--- config.mk ---
export PLATFORM = sky130hd
export DESIGN_NAME = seq_multiplier_flat
export DESIGN_NICKNAME = d
export VERILOG_FILES = /design/src/rtl/seq_multiplier_if.sv /design/src/rtl/seq_multiplier.sv /design/src/flat_wrapper.sv
export SDC_FILE = /design/constraint.sdc
export NUM_CORES = 1
export LEC_CHECK = 0
export BUFFER_PORTS_ARGS = -buffer_cell sky130_fd_sc_hd__clkbuf_2
export CORE_AREA = 2 2 119 121
export DETAILED_ROUTE_END_ITERATION = 12
export DIE_AREA = 0 0 121 123
export HOLD_SLACK_MARGIN = 0.03
export PLACE_DENSITY = 0.83
export SKIP_LAST_GASP = 1
export SLEW_MARGIN = 40
export SYNTH_ARGS = -nofsm -noshare
export SYNTH_HDL_FRONTEND = slang
export SYNTH_SLANG_ARGS = --single-unit
--- constraint.sdc ---
create_clock -name clock -period 3.59 [get_ports clock]
set_input_delay 0.359 -clock clock [delete_from_list [all_inputs] [get_ports clock]]
set_output_delay 0.359 -clock clock [all_outputs]
set_load 0.005 [all_outputs]
--- src/rtl/seq_multiplier_if.sv ---
// seq_multiplier_if: operand-accept and product-return handshake bundle for seq_multiplier
interface seq_multiplier_if;
  logic        in_valid;
  logic        in_ready;
  logic [1:0]  mode;
  logic [15:0] A;
  logic [15:0] B;
  logic        out_valid;
  logic        out_ready;
  logic [31:0] product;
  logic        busy;
  modport master (
    output in_valid, mode, A, B, out_ready,
    input  in_ready, out_valid, product, busy
  );
  modport slave (
    input  in_valid, mode, A, B, out_ready,
    output in_ready, out_valid, product, busy
  );
endinterface

--- src/rtl/seq_multiplier.sv ---
// seq_multiplier: shared shift-add datapath for unsigned 8x8, signed 8x8 and unsigned 16x16 products
module seq_multiplier (
  input logic             clock,
  input logic             reset,
  seq_multiplier_if.slave bus
);
  typedef enum logic [1:0] {IDLE, CALC, DONE} state_t;
  state_t      state_q;
  logic [31:0] mcand_q, acc_q, product_q, acc_d, prod_d;
  logic [15:0] mplier_q, mag;
  logic [4:0]  cnt_q;
  logic        neg_q, sgn_q, wide_q, w16, sgn;
  logic [7:0]  a_abs, b_abs;
  always_comb begin
    w16    = bus.mode == 2'd2;
    sgn    = bus.mode == 2'd1;
    a_abs  = (sgn && bus.A[7]) ? ~bus.A[7:0] + 8'd1 : bus.A[7:0];
    b_abs  = (sgn && bus.B[7]) ? ~bus.B[7:0] + 8'd1 : bus.B[7:0];
    acc_d  = acc_q + (mplier_q[0] ? mcand_q : 32'd0);
    mag    = neg_q ? ~acc_d[15:0] + 16'd1 : acc_d[15:0];
    // only the signed mode sign-extends; unsigned 8x8 results can have bit 15 set
    prod_d = wide_q ? acc_d : {{16{sgn_q & mag[15]}}, mag};
  end
  always_ff @(posedge clock) begin
    if (reset) begin
      state_q   <= IDLE;
      product_q <= '0;
      acc_q     <= '0;
      cnt_q     <= '0;
      mcand_q   <= '0;
      mplier_q  <= '0;
      neg_q     <= 1'b0;
      sgn_q     <= 1'b0;
      wide_q    <= 1'b0;
    end else begin
      case (state_q)
        IDLE: if (bus.in_valid) begin
          state_q  <= CALC;
          mcand_q  <= w16 ? {16'b0, bus.A} : {24'b0, a_abs};
          mplier_q <= w16 ? bus.B : {8'b0, b_abs};
          acc_q    <= '0;
          cnt_q    <= w16 ? 5'd16 : 5'd8;
          neg_q    <= sgn & (bus.A[7] ^ bus.B[7]);
          sgn_q    <= sgn;
          wide_q   <= w16;
        end
        CALC: begin
          acc_q    <= acc_d;
          mcand_q  <= mcand_q << 1;
          mplier_q <= mplier_q >> 1;
          cnt_q    <= cnt_q - 5'd1;
          if (cnt_q == 5'd1) begin
            product_q <= prod_d;
            state_q   <= DONE;
          end
        end
        DONE: if (bus.out_ready) state_q <= IDLE;
        default: state_q <= IDLE;
      endcase
    end
  end
  assign bus.in_ready  = state_q == IDLE;
  assign bus.out_valid = state_q == DONE;
  assign bus.busy      = state_q != IDLE;
  assign bus.product   = product_q;
endmodule

--- src/flat_wrapper.sv ---
// flat-port wrapper written by rule: the top's interface ports become plain ports
module seq_multiplier_flat 
  (clock, reset, bus_in_valid, bus_mode, bus_A, bus_B, bus_out_ready, bus_in_ready, bus_out_valid, bus_product, bus_busy);
  seq_multiplier_if bus_i ();
  input logic clock;
  input logic reset;
  input wire logic [$bits(bus_i.in_valid)-1:0] bus_in_valid;
  input wire logic [$bits(bus_i.mode)-1:0] bus_mode;
  input wire logic [$bits(bus_i.A)-1:0] bus_A;
  input wire logic [$bits(bus_i.B)-1:0] bus_B;
  input wire logic [$bits(bus_i.out_ready)-1:0] bus_out_ready;
  output wire logic [$bits(bus_i.in_ready)-1:0] bus_in_ready;
  output wire logic [$bits(bus_i.out_valid)-1:0] bus_out_valid;
  output wire logic [$bits(bus_i.product)-1:0] bus_product;
  output wire logic [$bits(bus_i.busy)-1:0] bus_busy;
  assign bus_i.in_valid = bus_in_valid;
  assign bus_i.mode = bus_mode;
  assign bus_i.A = bus_A;
  assign bus_i.B = bus_B;
  assign bus_i.out_ready = bus_out_ready;
  assign bus_in_ready = bus_i.in_ready;
  assign bus_out_valid = bus_i.out_valid;
  assign bus_product = bus_i.product;
  assign bus_busy = bus_i.busy;
  seq_multiplier u_core (.clock(clock), .reset(reset), .bus(bus_i));
endmodule
==> results.json, run 1 <==
{
  "gp_congestion": 0.967,
  "cp_startpoint_kind": "flop",
  "final.min_clock_period_ns": 3.47,
  "ant_nets": 0,
  "yosys.cell_types.count": 64,
  "layout.core_utilization": 0.618,
  "number_of_rows_in_the_core_area": 43,
  "core_area_um2": 13600,
  "detailedPlacementHpwl_mm": 12.1,
  "relSlewSlack": 0.496,
  "drc": 0,
  "numClockSinks": 122,
  "synth-async-reset-ratio": 0,
  "static-leakage-power_nw": 3.35,
  "grt_pass1_wl_mm": 29.0,
  "clk_pin_slew_ns": 0.06,
  "layout_setup_ws_ns": 0.121,
  "track_usage": 0.242,
  "timing.setup.tns_ns": 0,
  "route.vias.total": 6854,
  "drv.max_cap_violation_count": 0,
  "setup.worst_path.end_class": "flop",
  "detail_route.first_pass.iterations": 6,
  "timing.reg2reg.setup_slack_ns": 0.12,
  "cp_data_arrival_time_ns": 3.80,
  "post_dp_cell_area_um2": 7690,
  "crit_path_max_fanout": 16,
  "cell_count_final_fillers_out": 1148,
  "vdd_ir_drop_max_uv": 258,
  "timing.hold.worst.class": "in2reg",
  "synth_top_flop_cell": "sky130_fd_sc_hd__dfxtp_1",
  "grt_overflow": 0,
  "syn-instance-count": 904,
  "post_route_cells_drive_above_1_share": 0.169,
  "nNetsFinal": 1030,
  "fin_total_pwr_mw": 3.62,
  "floorplan.initialDensity": 0.526,
  "diodes": 0,
  "instance_count_along_the_most_critical_hold_path": 3,
  "vias_in_the_first_global_route": 5990,
  "timing.fmax_mhz": 288,
  "worstPathRequired_ns": 3.92,
  "netSwitchingPower_mw": 0.906,
  "maximum_number_of_pins_on_one_net_before_global_route_repair": 69,
  "h-tree-depth": 4,
  "synth.avg_cell_area_um2": 7.91,
  "syn_area_um2": 7150,
  "syn_nets": 979,
  "critical_path_class": "reg2reg",
  "detailedRoute.firstIterationViolations": 577,
  "clock_power_share": 0.486,
  "die_h_um": 123,
  "grt_setup_unrepaired": "false",
  "dpl.cell_count": 1116,
  "cts_tree": "yes",
  "number_of_enable_type_register_cells_in_the_synthesized_netlist": 0,
  "cts_hold_buffers_added": 0,
  "postLayoutCellArea_um2": 8420,
  "flow.area_growth_from_synthesis_pct": 17.7,
  "cts-root-buf": "sky130_fd_sc_hd__clkbuf_16",
  "yosysWarnings": 0,
  "design.die.area_um2": 14900,
  "ios": 73,
  "die_width_um": 121,
  "intPower_mw": 2.71,
  "place_ws_ns": 0.0795,
  "final-setup-viol-count": 0,
  "power.share.combinational": 0.116,
  "finalWirelength_mm": 18.1,
  "clock_insertion_delay_worst_skew_ns": 0.42,
  "worst_clock_skew_ns": 0.00578,
  "slew_violations": 0,
  "min_period_over_period": 0.966,
  "fin_hold_ws_ns": 0.192,
  "clk_path_buf_depth": 2,
  "tightest_slew_ns": 0.757,
  "ys_seq_area_frac": 0.341,
  "run_status": "complete, no violations",
  "port_buffers": 72,
  "hold_viol_final": 0,
  "sequentialPowerShare": 0.398,
  "r2r_worst_path_depth": 13,
  "route.detailed.wl_per_inst_um": 15.8,
  "synth_seq_cells": 122,
  "routed_via_count_divided_by_cell_count": 5.97,
  "antenna_violations_before_repair": 0,
  "cts_inserted_buffers": 17,
  "total_power_density_per_cell_area_nw_per_um2": 430,
  "final.fill_count": 1158,
  "power.switching_fraction": 0.251
}
==> worst max-delay path, cell delays in order (launching register included) <==
cell,delay (ns)
sky130_fd_sc_hd__dfxtp_2,0.34
sky130_fd_sc_hd__and2_1,0.14
sky130_fd_sc_hd__ha_1,0.21
sky130_fd_sc_hd__fa_1,0.41
sky130_fd_sc_hd__a21o_1,0.22
sky130_fd_sc_hd__a221oi_4,0.29
sky130_fd_sc_hd__a21oi_1,0.13
sky130_fd_sc_hd__xor2_1,0.17
sky130_fd_sc_hd__a221o_1,0.34
sky130_fd_sc_hd__o41ai_2,0.36
sky130_fd_sc_hd__xnor2_1,0.20
sky130_fd_sc_hd__a31oi_4,0.12
sky130_fd_sc_hd__buf_12,0.18
sky130_fd_sc_hd__o32ai_1,0.26
==> worst paths after layout <==
| kind | start | endpoint |
|---|---|---|
| worst max-delay path | u_core.mplier_q[0] | u_core.bus.product[29] |
| worst min-delay path | bus_B[15] | u_core.mplier_q[15] |
| worst max register to register | u_core.mplier_q[0] | u_core.bus.product[29] |
| worst min register to register | u_core.bus.product[11] | u_core.bus.product[11] |
==> cell type report <==
cell class	count	area, um2	area share
Clock buffer	25	495	0.0589
Clock inverter	7	113	0.0134
Inverter	18	67.6	0.00803
Multi-Input combinational cell	704	4530	0.538
Sequential cell	122	2440	0.290
Tap cell	180	225	0.0268
Timing Repair Buffer	92	542	0.0644
==> metal layers <==
metal,global-route usage,wire length (um)
met1,0.342,8330
met2,0.361,7960
met3,0.0521,1500
met4,0.0952,342
met5,0,0
==> Yosys cell counts (4+ instances only) <==
cell	n	share of area
sky130_fd_sc_hd__a21o_1	9	0.0094
sky130_fd_sc_hd__a211oi_2	9	0.016
sky130_fd_sc_hd__nor2b_1	5	0.0044
sky130_fd_sc_hd__nor3_1	12	0.0084
sky130_fd_sc_hd__a22oi_1	22	0.023
sky130_fd_sc_hd__a31oi_1	12	0.010
sky130_fd_sc_hd__mux2i_1	5	0.0070
sky130_fd_sc_hd__xor2_1	23	0.028
sky130_fd_sc_hd__or2_2	4	0.0035
sky130_fd_sc_hd__nand2_1	103	0.054
sky130_fd_sc_hd__nand2b_1	6	0.0052
sky130_fd_sc_hd__or3_1	11	0.0096
sky130_fd_sc_hd__and2_1	38	0.033
sky130_fd_sc_hd__nor2_1	99	0.052
sky130_fd_sc_hd__buf_1	5	0.0026
sky130_fd_sc_hd__o21ai_0	25	0.017
sky130_fd_sc_hd__dfxtp_1	122	0.34
sky130_fd_sc_hd__nand3_1	47	0.033
sky130_fd_sc_hd__a21oi_1	100	0.070
sky130_fd_sc_hd__nand4_1	5	0.0044
sky130_fd_sc_hd__clkbuf_1	53	0.028
sky130_fd_sc_hd__o21a_1	4	0.0042
sky130_fd_sc_hd__ha_1	36	0.063
sky130_fd_sc_hd__a211oi_1	16	0.017
sky130_fd_sc_hd__a2111oi_0	13	0.016
sky130_fd_sc_hd__inv_1	18	0.0094
sky130_fd_sc_hd__o41ai_1	4	0.0049
sky130_fd_sc_hd__nor4_1	6	0.0052
sky130_fd_sc_hd__nand4b_1	4	0.0049
sky130_fd_sc_hd__o31ai_1	5	0.0052
sky130_fd_sc_hd__xnor2_1	31	0.038
==> sequential cells by signal, summed over array words and instances, names as in the netlist <==
signal,count
u_core.mplier_q,16
u_core.cnt_q,5
u_core.sgn_q,1
u_core.wide_q,1
u_core.bus.product,32
u_core.neg_q,1
u_core.mcand_q,32
u_core.state_q,2
u_core.acc_q,32
==> cells in the final DEF, fill, tap and decap left out, types with 11 or more instances in the layout <==
master	synthesis	layout
sky130_fd_sc_hd__dfxtp_1	122	121
sky130_fd_sc_hd__nand2_1	103	103
sky130_fd_sc_hd__a21oi_1	100	99
sky130_fd_sc_hd__nor2_1	99	97
sky130_fd_sc_hd__clkbuf_2	0	71
sky130_fd_sc_hd__nand3_1	47	47
sky130_fd_sc_hd__and2_1	38	38
sky130_fd_sc_hd__ha_1	36	32
sky130_fd_sc_hd__xnor2_1	31	31
sky130_fd_sc_hd__xor2_1	23	23
sky130_fd_sc_hd__o21ai_0	25	23
sky130_fd_sc_hd__a22oi_1	22	22
sky130_fd_sc_hd__inv_1	18	18
sky130_fd_sc_hd__buf_4	0	18
sky130_fd_sc_hd__clkbuf_16	0	17
sky130_fd_sc_hd__a211oi_1	16	15
sky130_fd_sc_hd__a2111oi_0	13	13
sky130_fd_sc_hd__nor3_1	12	12
sky130_fd_sc_hd__or3_1	11	11
==> logic make-up after synthesis <==
family	after synthesis	synth area share
adder cells (fa/ha/maj)	37	0.0658
multiplexers	5	0.00700
AND/OR/NAND/NOR	351	0.230
AO/OA/AOI/OAI	257	0.246
flip-flops	122	0.341
buffers and inverters	78	0.0443
XOR/XNOR	54	0.0661
==> power by group through the flow <==
stage / Clock [mW] / Sequential, mW / Combinational, mW
final: 1.76 / 1.44 / 0.420
after global routing: 1.84 / 1.45 / 0.467
after CTS: 1.78 / 1.44 / 0.407
after detailed placement: 0 / 1.47 / 0.404
after global placement: 0 / 1.47 / 0.396
after floorplan: 0 / 1.46 / 0.279
==> repair_timing <==
action / CTS / global route
hold endpoints to repair: 0 / 0
gates resized for setup: 0 / 23
setup buffers: 0 / 0
setup endpoints to repair: 0 / 17
Power figures use the tool's default switching activity.
==> run 2: changes to the inputs <==
ABC_AREA = 1   (was default)
CORE_AREA = 2 2 121 123   (was 2 2 119 121)
DIE_AREA = 0 0 123 125   (was 0 0 121 123)
PLACE_DENSITY = 0.84   (was 0.83)
==> results.json, run 2 <==
{
  "run_status": "complete, no violations",
  "cp_startpoint_kind": "flop",
  "grt_setup_unrepaired": "false",
  "final.min_clock_period_ns": 2.96,
  "wl_met1_mm": 9.22,
  "grt_pass1_wl_mm": 32.0,
  "cts_inserted_buffers": 17,
  "clock_insertion_delay_worst_skew_ns": 0.43,
  "intPower_mw": 2.70,
  "core_area_um2": 14200,
  "relSlewSlack": 0.447,
  "syn-instance-count": 1161,
  "routed_via_count_divided_by_cell_count": 5.36,
  "detail_route.first_pass.iterations": 5,
  "diodes": 0,
  "vdd_ir_drop_max_uv": 370,
  "slew_violations": 0,
  "sequentialPowerShare": 0.395,
  "wl_met2_mm": 8.22,
  "hold_viol_final": 0,
  "nNetsFinal": 1290,
  "synth_seq_cells": 122,
  "synth.most_common_cell": "sky130_fd_sc_hd__nand2_1",
  "numClockSinks": 122,
  "netSwitchingPower_mw": 0.973,
  "yosys.cell_types.count": 43,
  "clk_pin_slew_ns": 0.06,
  "crit_path_max_fanout": 31,
  "most-common-layout-cells": "sky130_fd_sc_hd__nand2_1, sky130_fd_sc_hd__inv_1, sky130_fd_sc_hd__dfxtp_1",
  "ant_nets": 0,
  "vias_in_the_first_global_route": 6817,
  "power.switching_fraction": 0.265,
  "cp_data_arrival_time_ns": 3.31,
  "gp_congestion": 0.976,
  "cts_hold_buffers_added": 0,
  "static-leakage-power_nw": 4.21,
  "worst_clock_skew_ns": 0.00858,
  "layout.core_utilization": 0.606,
  "yosys-top-cells-count": "sky130_fd_sc_hd__nand2_1, sky130_fd_sc_hd__inv_1, sky130_fd_sc_hd__dfxtp_1, sky130_fd_sc_hd__a21oi_1, sky130_fd_sc_hd__nor2_1",
  "cts-resized-gates": 0,
  "synth_top_cell_by_area": "sky130_fd_sc_hd__dfxtp_1",
  "port_buffers": 72,
  "most_common_cell_after_layout_fill_and_taps_aside": "sky130_fd_sc_hd__nand2_1",
  "floorplan.initialDensity": 0.527,
  "ys_seq_area_frac": 0.326,
  "cts_setup_buffers": 0,
  "timing.setup.tns_ns": 0,
  "timing.reg2reg.setup_slack_ns": 0.63,
  "timing.fmax_mhz": 337,
  "timing.hold.worst.class": "in2reg",
  "detailedPlacementHpwl_mm": 13.7,
  "syn_area_um2": 7490,
  "antenna_violations_before_repair": 0,
  "die_width_um": 123,
  "total_power_density_per_cell_area_nw_per_um2": 427,
  "tightest_slew_ns": 0.830,
  "drc": 0,
  "setup.worst_path.end_class": "flop",
  "maximum_number_of_pins_on_one_net_before_global_route_repair": 78,
  "topRoutingLayerUsed": "met4",
  "power.share.combinational": 0.124,
  "flow.area_growth_from_synthesis_pct": 14.8,
  "ios": 73,
  "worstPathRequired_ns": 3.93,
  "layout_setup_ws_ns": 0.626,
  "grt_overflow": 0,
  "route.detailed.wl_per_inst_um": 13.6,
  "clk_path_buf_depth": 2,
  "synth_largest_type_area_fraction": 0.326,
  "met3RoutedLength_mm": 1.36,
  "synth.avg_cell_area_um2": 6.45,
  "h-tree-depth": 4,
  "critical_path_class": "reg2reg",
  "route.vias.total": 7563,
  "critPathCapture": "u_core.bus.product[23]",
  "yosysWarnings": 0,
  "final.fill_count": 1360,
  "place_ws_ns": 0.663,
  "synth-async-reset-ratio": 0,
  "design.die.area_um2": 15400,
  "number_of_enable_type_register_cells_in_the_synthesized_netlist": 0,
  "clock_power_share": 0.481,
  "min_period_over_period": 0.826,
  "fin_total_pwr_mw": 3.68,
  "final-setup-viol-count": 0,
  "r2r_worst_path_depth": 19,
  "rr_endpoint": "u_core.bus.product[23]",
  "post_route_cells_drive_above_1_share": 0.124,
  "synth_top_flop_cell": "sky130_fd_sc_hd__dfxtp_1",
  "number_of_rows_in_the_core_area": 44,
  "drv.max_cap_violation_count": 0,
  "detailedRoute.firstIterationViolations": 515,
  "worstReg2RegStart": "u_core.mplier_q[0]",
  "track_usage": 0.257,
  "cts_tree": "yes",
  "cts-root-buf": "sky130_fd_sc_hd__clkbuf_16",
  "die_h_um": 125,
  "finalWirelength_mm": 19.2,
  "synth_top_cells_by_area": "sky130_fd_sc_hd__dfxtp_1, sky130_fd_sc_hd__nand2_1, sky130_fd_sc_hd__a21oi_1",
  "cp-startpoint": "u_core.mplier_q[0]",
  "syn_nets": 1236
}
[run 2: changes by cell type in the layout (fill, tap and decap cells not counted), sizes merged, moves of 24 or more]
cell / delta
xnor2: -24
nand2: +260
inv: +136
o21ai: +39
a21oi: +29
and2: -37
[run 2: power groups by stage]
stage                     Clock (mW)  Combinational [mW]  Sequential (mW)
after detailed placement           0               0.455             1.48
after floorplan                    0               0.324             1.47
after global routing            1.84               0.517             1.46
final                           1.77               0.456             1.45
after global placement             0               0.447             1.48
after CTS                       1.79               0.459             1.45
[run 2: per-layer routing]
layer / vias to the layer above / track usage
met5: - / 0
met4: 0 / 0.0902
met3: 34 / 0.0438
met2: 267 / 0.382
met1: 3382 / 0.374
li1: 3880 / -
[run 2: how the worst min path moves through the flow]
stage	cells after the start	start	endpoint	slack (ns)
finish	3	bus_A[10]	u_core.mcand_q[10]	0.17
global route	3	bus_A[9]	u_core.mcand_q[9]	0.19
CTS	3	bus_B[15]	u_core.mplier_q[15]	0.16
detailed placement	2	u_core.mcand_q[31]	u_core.mcand_q[31]	0.45
global placement	2	u_core.mcand_q[31]	u_core.mcand_q[31]	0.45
floorplan	2	u_core.mcand_q[31]	u_core.mcand_q[31]	0.44
[run 2: final cells by class]
| type | count | area (um2) | area share |
|---|---|---|---|
| clock buffer | 22 | 474 | 0.0551 |
| clock inverter | 10 | 140 | 0.0163 |
| inverter | 155 | 582 | 0.0676 |
| multi-input combinational | 838 | 4310 | 0.501 |
| sequential | 122 | 2440 | 0.284 |
| tap | 184 | 230 | 0.0268 |
| timing repair buffer | 81 | 428 | 0.0497 |
[run 2: kinds of logic after synthesis]
| group | share of synthesized area |
|---|---|
| compound gates | 0.183 |
| xor+xnor | 0.0246 |
| fa+ha+maj | 0.0628 |
| buf+inv | 0.102 |
| flops | 0.326 |
| simple gates | 0.301 |
[run 2: critical path, stage by stage (launching register included)]
cell and delay, ns:
sky130_fd_sc_hd__dfxtp_1 0.34, sky130_fd_sc_hd__buf_4 0.30, sky130_fd_sc_hd__nand2_1 0.09, sky130_fd_sc_hd__inv_1 0.09
sky130_fd_sc_hd__ha_1 0.28, sky130_fd_sc_hd__nand2_1 0.15, sky130_fd_sc_hd__inv_1 0.07, sky130_fd_sc_hd__nand2_1 0.06
sky130_fd_sc_hd__nand2_1 0.05, sky130_fd_sc_hd__nand2_1 0.10, sky130_fd_sc_hd__nand3_2 0.13, sky130_fd_sc_hd__nand2_1 0.10
sky130_fd_sc_hd__nand2_1 0.09, sky130_fd_sc_hd__nand2_1 0.12, sky130_fd_sc_hd__nor2_1 0.07, sky130_fd_sc_hd__nand2_2 0.09
sky130_fd_sc_hd__nand2_1 0.06, sky130_fd_sc_hd__nand2_1 0.12, sky130_fd_sc_hd__nand4_4 0.30, sky130_fd_sc_hd__a21oi_1 0.25
[run 2: per-stage QoR]
stage                     instances  area, um2  hold WS (ns)
after floorplan                1161       7490         0.440
final                          1412       8600         0.174
after global placement         1380       7990         0.451
after CTS                      1412       8600         0.161
after detailed placement       1380       7990         0.454
after global routing           1412       8600         0.185
==> run 3: changes to the inputs <==
clock period = 2.38 ns   (was 3.59 ns; I/O delays follow)
==> results.json, run 3 (synthesis gave the netlist of run 2 again) <==
{
  "cpPeakStageDelay_ns": 0.45,
  "final.min_clock_period_ns": 2.89,
  "clk_pin_slew_ns": 0.06,
  "most_common_cell_after_layout_fill_and_taps_aside": "sky130_fd_sc_hd__nand2_1",
  "static-leakage-power_nw": 4.95,
  "ios": 73,
  "die_width_um": 123,
  "routed_via_count_divided_by_cell_count": 5.66,
  "clock_insertion_delay_worst_skew_ns": 0.44,
  "layout_setup_ws_ns": -0.511,
  "intPower_mw": 4.17,
  "cts-root-buf": "sky130_fd_sc_hd__clkbuf_16",
  "cell_count_final_fillers_out": 1543,
  "power.switching_fraction": 0.280,
  "floorplan.initialDensity": 0.527,
  "cp_data_arrival_time_ns": 3.25,
  "postLayoutCellArea_um2": 10400,
  "cts_tree": "yes",
  "vias_in_the_first_global_route": 7754,
  "critPathSlowestCell": "sky130_fd_sc_hd__fa_2",
  "flow.area_growth_from_synthesis_pct": 38.6,
  "post_dp_cell_area_um2": 8890,
  "cts_hold_buffers_added": 0,
  "path_cells": "nand2_2, inv_2, ha_4, fa_2, inv_2, nand2_2, a21oi_2, nand3_1, nor2_2, nand2_1, nor2_2, nand2_2, nor2_4, nand2_4, nand3_4, nand4_4, buf_4, buf_12, a21oi_2",
  "maximum_number_of_pins_on_one_net_before_global_route_repair": 78,
  "slew_violations": 0,
  "relSlewSlack": 0.441,
  "route.vias.total": 8730,
  "nNetsFinal": 1422,
  "final-setup-viol-count": 36,
  "worstPathRequired_ns": 2.74,
  "dpl.cell_count": 1490,
  "timing.fmax_mhz": 346,
  "sequentialPowerShare": 0.380,
  "grt_overflow": 0,
  "clk_path_buf_depth": 2,
  "numClockSinks": 122,
  "grt_pass1_wl_mm": 35.6,
  "crit_path_max_fanout": 6,
  "core_area_um2": 14200,
  "route.detailed.wl_per_inst_um": 16.3,
  "clock_power_share": 0.446,
  "tightest_slew_ns": 0.839,
  "antenna_violations_before_repair": 0,
  "cts_inserted_buffers": 17,
  "layout.core_utilization": 0.731,
  "h-tree-depth": 4,
  "design.die.area_um2": 15400,
  "power.share.combinational": 0.175,
  "die_h_um": 125,
  "min_period_over_period": 1.21,
  "diodes": 0,
  "cp_startpoint_kind": "flop",
  "violations": "negative setup slack",
  "post_route_cells_drive_above_1_share": 0.304,
  "critical_path_s_most_frequent_cell": "sky130_fd_sc_hd__nand2_2",
  "hold_viol_final": 0,
  "gp_congestion": 0.939,
  "run_status": "finished, violations left",
  "ant_nets": 0,
  "grt_setup_unrepaired": "true",
  "track_usage": 0.289,
  "drv.max_cap_violation_count": 0,
  "most-common-layout-cells": "sky130_fd_sc_hd__nand2_1, sky130_fd_sc_hd__inv_1, sky130_fd_sc_hd__buf_4",
  "port_buffers": 72,
  "detail_route.first_pass.iterations": 6,
  "worst_clock_skew_ns": 0.0142,
  "detailedPlacementHpwl_mm": 14.4,
  "timing.hold.worst.class": "in2reg",
  "critical_path_class": "reg2reg",
  "detailedRoute.firstIterationViolations": 922,
  "netSwitchingPower_mw": 1.62,
  "total_power_density_per_cell_area_nw_per_um2": 558,
  "number_of_rows_in_the_core_area": 44,
  "drc": 0,
  "setup.worst_path.end_class": "flop",
  "finalWirelength_mm": 25.1,
  "vdd_ir_drop_max_uv": 519,
  "fin_total_pwr_mw": 5.79
}
==> run 3: layout make-up <==
| class | count | area, um2 |
|---|---|---|
| flip-flops and latches | 122 | 2450 |
| well taps | 184 | 230 |
| clock buffers | 21 | 470 |
| repair buffers | 213 | 1530 |
| clock inverters | 10 | 119 |
| fillers | 960 | 3820 |
| multi-input cells | 838 | 5000 |
| inverters | 155 | 582 |
==> run 3: per-stage QoR <==
step           setup slack (ns)  TNS, ns  hold WS (ns)
2_1_floorplan            -0.308    -5.25         0.377
3_3_place_gp             -0.217    -4.08         0.451
3_5_place_dp             -0.323    -6.06         0.453
4_1_cts                  -0.302    -5.52        0.0494
5_1_grt                  -0.603   -15.80        0.0687
6_report                 -0.511   -11.38        0.0522
==> run 3: layer usage <==
layer | GRT usage | wire [um] | up-vias
met3 | 0.0538 | 2280 | 98
li1 | - | - | 4149
met1 | 0.381 | 10200 | 4007
met4 | 0.0989 | 888 | 0
met5 | 0 | 0 | -
met2 | 0.472 | 11700 | 476
==> run 3: worst paths after layout <==
| check | end | slack, ns | startpoint | cells past startpoint |
|---|---|---|---|---|
| setup / recovery | u_core.bus.product[23] | -0.51 | u_core.mplier_q[0] | 19 |
| hold / removal | u_core.mplier_q[13] | 0.05 | bus_B[13] | 3 |
| setup reg to reg | u_core.bus.product[23] | -0.51 | u_core.mplier_q[0] | 19 |
| hold reg to reg | u_core.mcand_q[31] | 0.47 | u_core.mcand_q[31] | 2 |
==> run 3: power groups by stage <==
stage	registers (mW)	clock network [mW]	logic, mW
after CTS	2.19	2.59	0.884
after floorplan	2.22	0	0.496
final	2.20	2.58	1.01
after detailed placement	2.23	0	0.795
after global placement	2.23	0	0.778
after global routing	2.21	2.67	1.10
==> run 3: worst max-delay path: cells and delay by family (launching register included) <==
family | cells | cell delay (ns)
compound gates | 2 | 0.27
flops | 1 | 0.37
buf+inv | 4 | 0.45
simple gates | 11 | 1.13
fa+ha+maj | 2 | 0.58
==> run 3: repair_timing <==
action,CTS,global route
endpoints found under the hold margin,0,0
setup endpoints to repair,36,43
setup buffers,11,13
gates cloned,1,0
pin swaps,23,36
gates resized for setup,57,111
